--- src/rtl/bus_rr_arbiter.sv ---
// bus_rr_arbiter: round-robin bus arbiter with per-tenure burst limit, BUS_ready watchdog and owner turnaround
module bus_rr_arbiter #(
  parameter int N_MASTERS = 8,
  parameter int OWN_W     = 3,
  parameter int MAX_BURST = 4,
  parameter int TIMEOUT   = 16
) (
  input  logic                 clk,
  input  logic                 clr,
  input  logic [N_MASTERS-1:0] DMA,
  input  logic                 BUS_req,
  input  logic                 BUS_ready,
  output logic [N_MASTERS-1:0] grant,
  output logic [OWN_W-1:0]     owner,
  output logic                 bus_busy,
  output logic                 bus_err
);
  localparam int BW = $clog2(MAX_BURST + 2);
  localparam int WW = $clog2(TIMEOUT + 1);
  typedef enum logic [1:0] {IDLE, OWN, XFER, RELEASE} state_t;
  state_t               state_q, state_d;
  logic [N_MASTERS-1:0] grant_q, grant_d;
  logic [OWN_W-1:0]     owner_q, owner_d, rr_ptr_q, rr_ptr_d, win;
  logic [BW-1:0]        burst_q, burst_d;
  logic [WW-1:0]        wd_q, wd_d;
  logic                 err_q, err_d, limit;
  // descending scan so the last hit is the first requester at or above rr_ptr
  always_comb begin
    int idx;
    win = '0;
    for (int i = N_MASTERS - 1; i >= 0; i--) begin
      idx = int'(rr_ptr_q) + i;
      idx = idx >= N_MASTERS ? idx - N_MASTERS : idx;
      if (DMA[idx[OWN_W-1:0]]) win = idx[OWN_W-1:0];
    end
  end
  assign limit = (MAX_BURST != 0) && (burst_q == BW'(MAX_BURST)) && |(DMA & ~grant_q);
  always_comb begin
    state_d  = state_q;
    grant_d  = grant_q;
    owner_d  = owner_q;
    rr_ptr_d = rr_ptr_q;
    burst_d  = burst_q;
    wd_d     = wd_q;
    err_d    = 1'b0;
    case (state_q)
      IDLE: if (|DMA) begin
        state_d = OWN;
        owner_d = win;
        grant_d = N_MASTERS'(1) << win;
      end
      OWN: if (BUS_req) begin
        state_d = XFER;
        wd_d    = '0;
      end else if (!DMA[owner_q] || limit) begin
        state_d = RELEASE;
        grant_d = '0;
      end
      XFER: if (BUS_ready) begin
        state_d = OWN;
        burst_d = burst_q >= BW'(MAX_BURST) ? burst_q : burst_q + 1'b1;
      end else if (wd_q == WW'(TIMEOUT - 1)) begin
        state_d = RELEASE;
        grant_d = '0;
        err_d   = 1'b1;
      end else begin
        wd_d = wd_q + 1'b1;
      end
      RELEASE: begin
        state_d  = IDLE;
        burst_d  = '0;
        rr_ptr_d = owner_q == OWN_W'(N_MASTERS - 1) ? '0 : owner_q + 1'b1;
      end
    endcase
  end
  always_ff @(posedge clk) begin
    if (clr) begin
      state_q  <= IDLE;
      grant_q  <= '0;
      owner_q  <= '0;
      rr_ptr_q <= '0;
      burst_q  <= '0;
      wd_q     <= '0;
      err_q    <= 1'b0;
    end else begin
      state_q  <= state_d;
      grant_q  <= grant_d;
      owner_q  <= owner_d;
      rr_ptr_q <= rr_ptr_d;
      burst_q  <= burst_d;
      wd_q     <= wd_d;
      err_q    <= err_d;
    end
  end
  assign grant    = grant_q;
  assign owner    = owner_q;
  assign bus_busy = (state_q == OWN) || (state_q == XFER);
  assign bus_err  = err_q;
endmodule

--- config.mk ---
export PLATFORM = sky130hd
export DESIGN_NAME = bus_rr_arbiter
export DESIGN_NICKNAME = d
export VERILOG_FILES = /design/src/rtl/bus_rr_arbiter.sv
export SDC_FILE = /design/constraint.sdc
export NUM_CORES = 1
export LEC_CHECK = 0
export CAP_MARGIN = 15
export CORE_ASPECT_RATIO = 2
export CORE_MARGIN = 3
export CORE_UTILIZATION = 61
export DETAILED_ROUTE_END_ITERATION = 10
export PLACE_DENSITY = 0.85
export SLEW_MARGIN = 15
export SYNTH_ARGS = -nofsm -noshare
export SYNTH_HDL_FRONTEND = slang
export SYNTH_SLANG_ARGS = --single-unit
--- constraint.sdc ---
create_clock -name clk -period 10.1 [get_ports clk]
set_input_delay 1.515 -clock clk [delete_from_list [all_inputs] [get_ports clk]]
set_output_delay 1.515 -clock clk [all_outputs]
set_load 0.005 [all_outputs]
# [Word level (Yosys, flattened, before mapping)]
# Index checks and enable logic that the tools add are counted.
[word_totals] register_bits=25 inputBits=12 out_inout_bits=13 wordCells=135
[classes] addsub=18 order_cmp=18 eq_ne=17 n_shift=1 mux=55 bitwise_logic=3 n_reduce_logical=16
[op_table] op="3-bit two-way mux" count=19
[op_table] op="8-bit two-way mux" count=5
[op_table] op="3-bit by 4-bit < comparator with 1-bit output (second input constant)" count=9
[op_table] op="4-bit greater-or-equal comparator (second input constant)" count=7
[op_table] op="1-bit binary-select mux with 3-bit select" count=9
[op_table] op="8-bit one-hot mux with 3 select lines" count=1
[op_table] op="3-bit by 1-bit subtractor with 3-bit output (second input constant)" count=8
[op_table] op="2-bit inequality test (second input constant)" count=9
[op_table] op="3-bit by 3-bit adder with 4-bit output (second input constant)" count=4
[op_table] op="8-bit OR reduction" count=2
[op_table] op="5-bit two-way mux" count=3
[op_table] op="1-bit two-way mux" count=10
[op_table] op="2-bit two-way mux" count=5
[op_table] op="5-bit one-hot mux with 2 select lines" count=1
[op_table] op="3-bit by 2-bit adder with 4-bit output (second input constant)" count=2
[op_table] op="8-bit AND" count=1
[op_table] op="8-bit inverter" count=1
[op_table] op="2-bit one-hot mux with 4 select lines" count=1
[op_table] op="1-bit by 3-bit left shift with 8-bit output (first input constant)" count=1
[op_table] op="3-bit by 1-bit adder with 3-bit output (second input constant)" count=2
[op_table] op="3-bit == test (second input constant)" count=2
[op_table] op="3-bit inequality test (second input constant)" count=2
[op_table] op="3-bit one-hot mux with 2 select lines" count=1
[op_table] op="3-bit AND reduction" count=2
[op_table] op="18 further kinds" count=21

# [Logic depth before layout (Yosys ltp)]
# Gate-level depths: netlist of the first run.
[depth] ltp_word=16 depth_mapped=13 depth_no_buf=9

# [Worst setup path before layout of the first run]
# Ideal clock, no wire load.
[synth_timing] path_type="input-to-reg" start="input DMA[0]" end="register grant_q[6] (netlist: grant[6])" setup_time_ps=92 arrival_ps=3606 t_required_ps=10008 setup_slack_ps=6402 path_stages=8 n_path_buf=1 cell_sequence="clkbuf_1 mux2_4 a211o_1 a211o_1 a41o_1 a211oi_2 or4b_4 o32ai_1"
[synth_via] elab_chain_cells=13 elab_cells_between_ends=38 cone_classes="eq/ne (2); shift (1); mux (28); bitwise (1); reduce/logical (6)"
[synth_rtl] item="from (decl)" line="10" source="input logic [N_MASTERS-1:0] DMA,"
[synth_rtl] item="1-bit binary-select mux with 3-bit select" line="34" source="if (DMA[idx[OWN_W-1:0]]) win = idx[OWN_W-1:0];"
[synth_rtl] item="1-bit two-way mux (not written as such)" line="34"
[synth_rtl] item="3-bit two-way mux (8 in a row)" line="34"
[synth_rtl] item="1-bit by 3-bit left shift with 8-bit output" line="50" source="grant_d = N_MASTERS'(1) << win;"
[synth_rtl] item="8-bit two-way mux" line="47" source="IDLE: if (|DMA) begin"
[synth_rtl] item="8-bit one-hot mux with 3 select lines" line="46" source="case (state_q)"
[synth_rtl] item="to (signal assigned)" line="87" source="grant_q <= grant_d;"
[synth_rtl] item="to (decl)" line="22" source="logic [N_MASTERS-1:0] grant_q, grant_d;"
# Parallel ways exist; a longest one is shown, timed or not. The select of a mux whose other input is x is not followed.
# A chain may end at the register's enable or synchronous reset.

# [Final worst setup path of the first run]
[layout_timing] start="input DMA[3]" end="register grant_q[5] (netlist: grant[5])"
# Same word-level chain as after synthesis.

==> summary.md, run 1 <==
| Metric | Value |
|---|---|
| Area taken by multi-input logic gates | `1630 um2` |
| Number of I/O port buffers | `24` |
| Crit path time final | `approximately 4.2 ns` |
| CTS tree | `built` |
| Synth async-reset ratio | `0%` |
| Htree depth | `1` |
| Critical path buffer and inverter count | `1` |
| Root cell of the clock tree | `clkbuf_8` |
| Pre-CTS setup slack | `around 5.6 ns` |
| Xor and xnor area share after synthesis | `1.92%` |
| Initial DRC count | `between 100 and 150` |
| Synth area leader | `dfxtp_1` |
| Rows | `30` |
| Total placed instance area | `2530 um2` |
| CP cell instances | `clkdlybuf4s50_1, mux4_1, nand2_1, a22oi_1, a41o_1, a211oi_2, or4b_4, o32ai_1` |
| Worst slew margin relative to its limit | `between 40% and 50%` |
| GRT Overall Usage | `around 28%` |
| Synth Area in Adders | `7.66%` |
| Core footprint | `3490 um2` |
| Fin. max-slew vios | `0` |
| Synth Area in Compound Gates | `24.0%` |
| Max Clock Freq | `around 0.24 GHz` |
| Vias per cell | `6.70` |
| Endpoint, Worst Hold | `wd_q[1]$_SDFFE_PP0P_` |
| # fillers | `approximately 280` |
| Worst min path class | `flop to flop` |
| Mux cell area share after synthesis | `between 15 and 20%` |
| Outcome | `finished clean` |
| CP required | `between 10 and 15 ns` |
| Synthesized area | `2290 um2` |
| Syn_nets | `297` |
| Flops & latches, synth | `25` |
| Nets@finish | `approximately 310` |
| Yosys warnings | `0` |
| Starting Density | `65.5%` |
| Top post-synthesis cells by area | `dfxtp_1, ha_1, mux2i_1` |
| Ys flop type | `dfxtp_1` |
| Hpwl dp | `4750 um` |
| Final setup viols | `0` |
| Clock Sink Count | `25` |
| Die width | `a little under 50 um` |
| Design Area, Final | `roughly 2600 um2` |
| Clock buffer count from CTS | `3` |
| Max_cap viols | `0` |
| Total area of sequential cells | `between 500 and 600 um2` |
| Post-Syn Instances | `around 270` |
| Clock slew at reported path FFs | `approximately 0.080 ns` |
| EDFF count, synth | `0` |
| Slowest cell on crit path | `mux4_1` |
| Post-Synth Simple-Gate Area | `around 19%` |
| CP Max Fanout | `9` |
| Cell leakage power | `around 0.98 nW` |
| Crit path DAT | `roughly 4.4 ns` |
| Final setup margin | `about 6 ns` |
| Power density of the placed cells | `186 nW/um2` |
| Yosys cell types | `56` |
| Setup TNS | `0 ns` |
| Post-synthesis sequential area ratio | `a little over a fifth` |
| 1st-pass router iterations | `4` |
| Syn Area/Cell | `8.44 um2` |
| Hold path start | `wd_q[1]$_SDFFE_PP0P_` |
| Total grt overflow | `0` |
| Drt wl/cell | `between 15 and 20 um` |
| Ant diodes | `0` |
| Hold Vio Cnt, Final | `0` |
| First-pass GRT wire length | `approximately 10000 um` |
| Hold path cells | `2` |
| Die Y-Extent | `about 93 um` |
| Vias in the first global route | `roughly 2200` |
| Unrepaired setup endpoints after global routing | `no` |
| Top-area cell type share of the netlist area | `a little over a fifth` |
| Final WL | `6200 um` |
| R2R cell count | `10` |
| Initial antenna violation count | `0` |
| Boundary Pins | `25` |
| Clk_lat worst skew | `0.26 ns` |
| Hold_buf cts | `0` |
| Layout cell share with drive strength beyond 1 | `around 8.0%` |
| Post-synth top cells | `nor2_1, dfxtp_1, a21oi_1, inv_1, ha_1` |
| Clock skew | `roughly 0.0033 ns` |
| Most frequent cell after synthesis | `nor2_1` |
| Worst r2r dst | `grant[6]$_SDFFE_PP0P_` |
| CP Capture Type | `flop` |
| Syn-to-layout area delta | `12.8%` |
| Max stage delay on crit path | `between 0.6 and 0.7 ns` |
| Worst IR Drop VDD | `0.000143 V` |
| R2r startpoint | `rr_ptr_q[0]$_SDFFE_PP0P_` |
| Critical path class | `input port to flop` |
| Fin crit share | `between 40% and 50%` |
| Largest net degree at the start of global routing | `31` |
| Detail Route Antenna Nets | `0` |
| Largest family of logic cells by synthesized area | `compound AO/OA/AOI/OAI gates` |
| # Post-CTS Setup Buffers | `0` |
| Clk buf depth | `2` |
| DRC viols | `0` |
| Reg-to-reg slack, setup | `6.55 ns` |
| Crit path max-delay family | `compound AO/OA/AOI/OAI gates` |
| Post-CTS sizing | `0` |
| Total number of vias | `between 2000 and 2500` |
| RePlAce Congestion | `just over 0.9` |
| Die ar. | `about 4600 um2` |
| Startpoint types | `input port` |
| Worst slew pin tran | `approximately 0.8 ns` |
-- metrics by stage --
| stage | hold WS, ns | cells | util [%] | total power (W) |
|---|---|---|---|---|
| global placement | 0.465 | 330 | 72.6 | 0.000412 |
| finish | 0.491 | 334 | 73.9 | 0.000479 |
| detailed placement | 0.472 | 330 | 72.6 | 0.000417 |
| floorplan | 0.449 | 271 | - | 0.000334 |
| CTS | 0.484 | 334 | 73.9 | 0.000478 |
| global route | 0.509 | 334 | 73.9 | 0.000514 |
-- worst min-delay path, delay by kind of cell (launching register included) --
kind,cells,cell delay (ns)
compound gates,1,0.05
flops,1,0.34
simple gates,1,0.06
-- worst max path at each step --
| stage | startpoint | end | slack [ns] | depth (start not counted) |
|---|---|---|---|---|
| final | DMA[3] | grant[5]$_SDFFE_PP0P_ | 5.86 | 8 |
| after global routing | DMA[4] | grant[0]$_SDFFE_PP0P_ | 5.75 | 8 |
| after CTS | DMA[0] | grant[5]$_SDFFE_PP0P_ | 5.93 | 8 |
| after detailed placement | DMA[0] | grant[5]$_SDFFE_PP0P_ | 5.65 | 8 |
| after global placement | DMA[0] | grant[5]$_SDFFE_PP0P_ | 5.78 | 8 |
| after floorplan | DMA[0] | grant[6]$_SDFFE_PP0P_ | 6.40 | 8 |
-- where the power goes --
group	total (W)	switching (W)	internal [W]
logic	0.000290	0.000161	0.000129
clock network	0.0000578	0.0000296	0.0000282
registers	0.000132	0.0000183	0.000113
-- state kept, by name, indices dropped and copies added (netlist names) --
name / cells
burst_q: 3
bus_err: 1
grant: 8
owner: 3
rr_ptr_q: 3
state_q: 2
wd_q: 5
-- layout by cell type (no fill, tap or decap), drive strengths merged, types with 3 or more instances in the layout --
cell	instances
o21ai	11
ha	14
clkbuf	4
xor2	3
a21oi	21
nor4	3
a22oi	5
a21o	3
nor3	6
nand2	9
mux2	7
nand2b	10
dfxtp	25
nor3b	4
a32oi	3
inv	21
nor2	26
mux2i	12
nand3	7
nor2b	4
buf	3
o32ai	6
mux4	9
a211o	3
a211oi	5
clkdlybuf4s50	24
-- per-layer routing --
| metal | global-route usage, % | vias up | share of wire [%] |
|---|---|---|---|
| li1 | - | 1046 | - |
| met4 | 20.7 | 0 | 6.7 |
| met2 | 52.6 | 86 | 55 |
| met3 | 2.09 | 33 | 3.8 |
| met1 | 27.1 | 1072 | 34 |
| met5 | 0 | - | 0 |
-- logic make-up (layout without fill, tap and decap cells) --
kind of cell	after synthesis	count (layout)
AND/OR/NAND/NOR	84	84
AO/OA/AOI/OAI	78	78
buffers and inverters	37	52
multiplexers	28	28
flip-flops	25	25
adder cells (fa/ha/maj)	14	14
XOR/XNOR	5	5
-- layout make-up --
| cell class | count | area share, % |
|---|---|---|
| Timing Repair Buffer | 27 | 10.2 |
| Inverter | 21 | 3.06 |
| Sequential cell | 25 | 19.4 |
| Tap cell | 48 | 2.33 |
| Clock buffer | 4 | 1.75 |
| Multi-Input combinational cell | 209 | 63.3 |
No activity file was read; power rests on OpenSTA's default activity.
==> run 2: changes to the inputs <==
--- a/config.mk
+++ b/config.mk
@@ -8,9 +8,9 @@
 export CAP_MARGIN = 15
 export CORE_ASPECT_RATIO = 2
 export CORE_MARGIN = 3
-export CORE_UTILIZATION = 61
+export CORE_UTILIZATION = 52
 export DETAILED_ROUTE_END_ITERATION = 10
-export PLACE_DENSITY = 0.85
+export PLACE_DENSITY = 0.77
 export SLEW_MARGIN = 15
 export SYNTH_ARGS = -nofsm -noshare
 export SYNTH_HDL_FRONTEND = slang
==> constraint.sdc (replaced) <==
create_clock -name clk -period 3.7 [get_ports clk]
set_input_delay 0.555 -clock clk [delete_from_list [all_inputs] [get_ports clk]]
set_output_delay 0.555 -clock clk [all_outputs]
set_load 0.005 [all_outputs]
==> run 2 against run 1 <==
Against the previous run:
- clock power increased to 2.8 times the previous value
- global-route usage decreased by 1.5 points
- combinational power increased to 2.8 times the previous value
- die area increased by 16%
- via count decreased by 0.72%
- first-iteration DRC count decreased by 16%
- sequential power increased to 2.7 times the previous value
- sequential share of layout area decreased by 0.31 points
- highest routed layer unchanged
==> summary.md, run 2 (same netlist as run 1, synthesis figures left out) <==
| Metric | Value |
|---|---|
| Setup TNS | `0 ns (unchanged)` |
| Nets@finish | `318 (+1.6%)` |
| Slowest cell on crit path | `ha_1` |
| Most common cell after layout, fill and taps aside | `nor2_1` |
| Fin crit share | `around 87%` |
| WP depth | `9 (+1)` |
| Tot Pwr | `0.00134 W (+180%)` |
| Boundary Pins | `25 (unchanged)` |
| Worst slew margin relative to its limit | `53.4% (+5.8 points)` |
| Hold path cells | `2 (unchanged)` |
| Drt wl/cell | `18.8 um (+1.1%)` |
| Worst min path class | `flop to flop` |
| Clock slew at reported path FFs | `0.08 ns (about the same)` |
| CP Max Fanout | `11 (+2)` |
| Max Clock Freq | `roughly 0.31 GHz` |
| Hold Vio Cnt, Final | `0 (unchanged)` |
| Commonest cells after routing, fill and taps aside | `nor2_1, dfxtp_1, clkdlybuf4s50_1` |
| Design Area, Final | `2620 um2 (+1.6%)` |
| Max stage delay on crit path | `0.60 ns (-0.07 ns)` |
| CP Capture Type | `flop` |
| Met3 Usage GRT | `1.35% (-0.74 points)` |
| CP cell instances | `inv_1, ha_1, mux2i_1, and2_1, o311ai_0, a211oi_1, a211oi_2, or4b_4, o32ai_1` |
| Hold_buf cts | `0 (unchanged)` |
| Final WL | `6440 um (+3.8%)` |
| Met1 usage in global routing | `27.6% (+0.57 points)` |
| Ant diodes | `0 (unchanged)` |
| Outcome | `finished clean` |
| GRT met2 Usage | `48.9% (-3.7 points)` |
| Clock skew | `0.00313 ns (-0.000174 ns)` |
| Crit path max-delay family | `compound AO/OA/AOI/OAI gates` |
| Total placed instance area | `2580 um2 (+1.7%)` |
| CP required | `3.87 ns (-6.39 ns)` |
| CTS tree | `built` |
| Layout cell share with drive strength beyond 1 | `9.62% (+1.6 points)` |
| Crit path DAT | `3.41 ns (-0.99 ns)` |
| Clk_lat worst skew | `0.26 ns (about the same)` |
| Power density of the placed cells | `511 nW/um2 (+170%)` |
| Initial antenna violation count | `0 (unchanged)` |
| Rows | `33 (+10%)` |
| Layout Utilization | `62.9% (-11 points)` |
| Final setup viols | `0 (unchanged)` |
| Die ar. | `5280 um2 (+16%)` |
| Number of I/O port buffers | `24 (unchanged)` |
| Reg-to-reg slack, setup | `0.46 ns (-6.09 ns)` |
| Starting Density | `54.8% (-11 points)` |
| Cell leakage power | `1.00 nW (+2.5%)` |
| Critical path buffer and inverter count | `1 (unchanged)` |
| First-pass GRT wire length | `10500 um (+4.7%)` |
| GRT Overall Usage | `26.4% (-1.5 points)` |
| Worst IR Drop VDD | `0.000418 V (+190%)` |
| Clock Sink Count | `25 (unchanged)` |
| Syn-to-layout area delta | `14.7%` |
| Root cell of the clock tree | `clkbuf_8` |
| Worst slew pin tran | `0.692 ns (-0.0912 ns)` |
| Hpwl dp | `5000 um (+5.3%)` |
| Vias per cell | `6.48 (-3.3%)` |
| Unrepaired setup endpoints after global routing | `no` |
| Crit path time final | `between 3 and 4 ns` |
| Total grt overflow | `0 (unchanged)` |
| Post-CTS sizing | `0 (unchanged)` |
| # Post-CTS Setup Buffers | `0 (unchanged)` |
| Max_cap viols | `0 (unchanged)` |
| Total number of vias | `2221 (-0.72%)` |
| Startpoint types | `flop` |
| R2R cell count | `9 (-1)` |
| Die Y-Extent | `99.8 um (+7.8%)` |
| Vias in the first global route | `2186 (+0.37%)` |
| DRC viols | `0 (unchanged)` |
| Critical path class | `flop to flop` |
| Core footprint | `4170 um2 (+19%)` |
| Clock buffer count from CTS | `3 (unchanged)` |
| Detail Route Antenna Nets | `0 (unchanged)` |
| Clk buf depth | `2 (unchanged)` |
| Die width | `52.9 um (+7.3%)` |
| Fin. max-slew vios | `0 (unchanged)` |
| Htree depth | `1 (unchanged)` |
| Max FFs per register | `8 (unchanged)` |
| Initial DRC count | `88 (-16%)` |
| Largest net degree at the start of global routing | `30 (-3.2%)` |
| 1st-pass router iterations | `4 (unchanged)` |
| Top Usage Layer GRT | `met2` |
| RePlAce Congestion | `0.896 (-3.5%)` |
==> run 2: cell types whose count changed in the layout (fill, tap and decap cells not counted) <==
| cell | delta |
|---|---|
| buf_4 | +5 |
==> run 2: metal layers <==
layer | vias to the layer above | part of all wire, %
li1 | 1058 | -
met2 | 82 | 56
met1 | 1056 | 35
met3 | 25 | 4.0
met4 | 0 | 5.5
met5 | - | 0
==> run 2: report_power, final <==
part           total, W  switching [W]  internal (W)
clock network  0.000160      0.0000828     0.0000769
logic          0.000822       0.000454      0.000367
registers      0.000358      0.0000483      0.000309
total           0.00134       0.000585      0.000754
==> run 2: final timing paths <==
check	startpoint	end
setup / recovery	rr_ptr_q[1]$_SDFFE_PP0P_	grant[5]$_SDFFE_PP0P_
hold / removal	wd_q[1]$_SDFFE_PP0P_	wd_q[1]$_SDFFE_PP0P_
setup reg to reg	rr_ptr_q[1]$_SDFFE_PP0P_	grant[5]$_SDFFE_PP0P_
hold reg to reg	wd_q[1]$_SDFFE_PP0P_	wd_q[1]$_SDFFE_PP0P_
==> run 2: area by class of cell <==
type	instances	area, um2
repair buffers	32	300
inverters	21	78.8
fillers	378	1550
clock buffers	4	45.0
multi-input cells	209	1630
well taps	52	65.1
flip-flops and latches	25	500
==> run 2: stage by stage <==
stage,hold slack (ns),setup WS [ns],cells
after floorplan,0.449,0.342,271
after global placement,0.460,0.297,339
after detailed placement,0.485,0.296,339
after CTS,0.498,0.502,343
after global routing,0.522,0.217,343
final,0.500,0.465,343
==> run 2: worst reg2reg max path, delay by kind of cell (launching register included) <==
family	cells	cell delay (ns)
AND/OR/NAND/NOR	2	0.75
AO/OA/AOI/OAI	4	1.15
multiplexers	1	0.22
buffers and inverters	1	0.10
adder cells (fa/ha/maj)	1	0.60
flip-flops	1	0.33
==> run 3: changes to the inputs <==
--- a/config.mk
+++ b/config.mk
@@ -7,11 +7,12 @@
 export LEC_CHECK = 0
 export CAP_MARGIN = 15
 export CORE_ASPECT_RATIO = 2
-export CORE_MARGIN = 3
+export CORE_MARGIN = 2
 export CORE_UTILIZATION = 52
 export DETAILED_ROUTE_END_ITERATION = 10
 export PLACE_DENSITY = 0.77
-export SLEW_MARGIN = 15
+export SLEW_MARGIN = 40
 export SYNTH_ARGS = -nofsm -noshare
 export SYNTH_HDL_FRONTEND = slang
 export SYNTH_SLANG_ARGS = --single-unit
+export TNS_END_PERCENT = 5
==> run 3 against run 2 <==
Against the previous run:
- clock skew up 0.0013 ns
- critical path type unchanged
- die area is 5.7% lower
- final area increased by 0.14%
- total power decreased by 0.31%
- clock-buffer cell count fell by 1
- largest power group unchanged
- sequential power hardly changed
- via count grew 0.72%
- register-to-register slack got worse by 0.08 ns
- sequential share of layout area hardly changed
- setup slack worse by 0.082 ns
- utilization down 1.8 points
- routed wire length grew 1.4%
- highest routed layer unchanged
==> summary.md, run 3 (same netlist as run 1, synthesis figures left out) <==
| Metric | Value |
|---|---|
| Worst slew margin relative to its limit | `54.9% (+1.5 points)` |
| Clk_lat worst skew | `0.27 ns (about the same)` |
| Commonest cells after routing, fill and taps aside | `nor2_1, dfxtp_1, clkdlybuf4s50_1` |
| Die width | `50.9 um (-3.8%)` |
| Hold_buf cts | `0 (unchanged)` |
| Post-CTS sizing | `0 (unchanged)` |
| GRT Overall Usage | `28.4% (+2.0 points)` |
| CP Max Fanout | `11 (unchanged)` |
| Final WL | `6530 um (+1.4%)` |
| Power density of the placed cells | `508 nW/um2 (-0.45%)` |
| Worst IR Drop VDD | `0.000425 V (+1.6%)` |
| Number of I/O port buffers | `24 (unchanged)` |
| Hold path start | `wd_q[1]$_SDFFE_PP0P_` |
| Htree depth | `1 (unchanged)` |
| 1st-pass router iterations | `4 (unchanged)` |
| Nets@finish | `318 (unchanged)` |
| Boundary Pins | `25 (unchanged)` |
| Max_cap viols | `0 (unchanged)` |
| Clock skew | `0.00440 ns (+0.00127 ns)` |
| Root cell of the clock tree | `clkbuf_8` |
| Most common cell after layout, fill and taps aside | `nor2_1` |
| Hold WS | `0.496 ns (-0.00418 ns)` |
| CP required | `3.88 ns (about the same)` |
| Max FFs per register | `8 (unchanged)` |
| Hpwl dp | `5150 um (+3.0%)` |
| Design Area, Final | `2630 um2 (+0.14%)` |
| Tot Pwr | `0.00133 W (-0.31%)` |
| Initial DRC count | `55 (-38%)` |
| Crit path DAT | `3.50 ns (+0.09 ns)` |
| Startpoint types | `flop` |
| Vias in the first global route | `2295 (+5.0%)` |
| # fillers | `378 (unchanged)` |
| Ant diodes | `0 (unchanged)` |
| Rows | `34 (+3.0%)` |
| Max Clock Freq | `0.301 GHz (-2.5%)` |
| Total placed instance area | `2580 um2 (about the same)` |
| Die Y-Extent | `97.8 um (-2.0%)` |
| Total grt overflow | `0 (unchanged)` |
| # Post-CTS Setup Buffers | `0 (unchanged)` |
| Clk buf depth | `2 (unchanged)` |
| Largest net degree at the start of global routing | `30 (unchanged)` |
| Fin crit share | `89.7% (+2.2 points)` |
| Hold Vio Cnt, Final | `0 (unchanged)` |
| Initial antenna violation count | `0 (unchanged)` |
| Drt wl/cell | `18.9 um (+0.82%)` |
| Cell leakage power | `1.00 nW (+0.27%)` |
| Final setup viols | `0 (unchanged)` |
| DRC viols | `0 (unchanged)` |
| CP Capture Type | `flop` |
| Outcome | `finished clean` |
| Critical path class | `flop to flop` |
| Starting Density | `53.2% (-1.6 points)` |
| Clock slew at reported path FFs | `0.09 ns (about the same)` |
| Crit path time final | `3.32 ns (+0.0821 ns)` |
| Detail Route Antenna Nets | `0 (unchanged)` |
| Clock Sink Count | `25 (unchanged)` |
| Die ar. | `4970 um2 (-5.7%)` |
| Setup TNS | `0 ns (unchanged)` |
| Vias per cell | `6.48 (+0.14%)` |
| Layout cell share with drive strength beyond 1 | `9.97% (+0.34 points)` |
| First-pass GRT wire length | `10800 um (+3.0%)` |
| Total number of vias | `2237 (+0.72%)` |
| Clock buffer count from CTS | `3 (unchanged)` |
| Unrepaired setup endpoints after global routing | `no` |
| CTS tree | `built` |
| Syn-to-layout area delta | `14.8%` |
| Fin. max-slew vios | `0 (unchanged)` |
| Layout Utilization | `61.1% (-1.8 points)` |
| Worst min path class | `flop to flop` |
| Worst slew pin tran | `0.670 ns (-0.0223 ns)` |
| RePlAce Congestion | `0.864 (-3.6%)` |
| Setup crit start | `rr_ptr_q[0]$_SDFFE_PP0P_` |
| Core footprint | `4300 um2 (+3.0%)` |
| R2r startpoint | `rr_ptr_q[0]$_SDFFE_PP0P_` |
==> run 3: cell type report <==
class | instances | area, um2 | share of cell area [%]
multi-input combinational | 209 | 1630 | 62.2
sequential | 25 | 500 | 19.1
timing repair buffer | 32 | 300 | 11.4
inverter | 21 | 78.8 | 3.00
tap | 54 | 67.6 | 2.57
clock buffer | 3 | 41.3 | 1.57
clock inverter | 1 | 5.00 | 0.191
==> run 3: final timing paths <==
kind              depth (start not counted)               endpoint  slack [ns]
setup / recovery                          9  grant[5]$_SDFFE_PP0P_        0.38
hold / removal                            2   wd_q[1]$_SDFFE_PP0P_        0.50
setup reg to reg                          9  grant[5]$_SDFFE_PP0P_        0.38
hold reg to reg                           2   wd_q[1]$_SDFFE_PP0P_        0.50
==> run 3: per-layer routing <==
layer  track usage, %  share of wire [%]  vias up
met5                0                  0        -
met4             20.8                6.9        0
met3             1.38                3.3       26
met2             52.2                 57       69
met1             28.8                 33     1080
li1                 -                  -     1062
==> run 3: worst max-delay path, cell delays in order (launching register included) <==
cell and delay [ns]:
dfxtp_1 0.34, inv_1 0.10, ha_1 0.59, mux2i_1 0.19, and2_1 0.22, o311ai_0 0.54, a211oi_1 0.14, a211oi_2 0.34
or4b_4 0.54, o32ai_1 0.23
==> run 3: stage by stage <==
stage / cells / setup slack [ns]
5_1_grt: 345 / 0.256
2_1_floorplan: 271 / 0.342
6_report: 345 / 0.383
3_5_place_dp: 341 / 0.230
4_1_cts: 345 / 0.473
3_3_place_gp: 341 / 0.240
==> run 3: power by group <==
part           total (W)  internal [W]  switching (W)
Combinational   0.000814      0.000361       0.000453
Sequential      0.000359      0.000309      0.0000501
Clock           0.000162     0.0000754      0.0000865
Total            0.00133      0.000746       0.000589
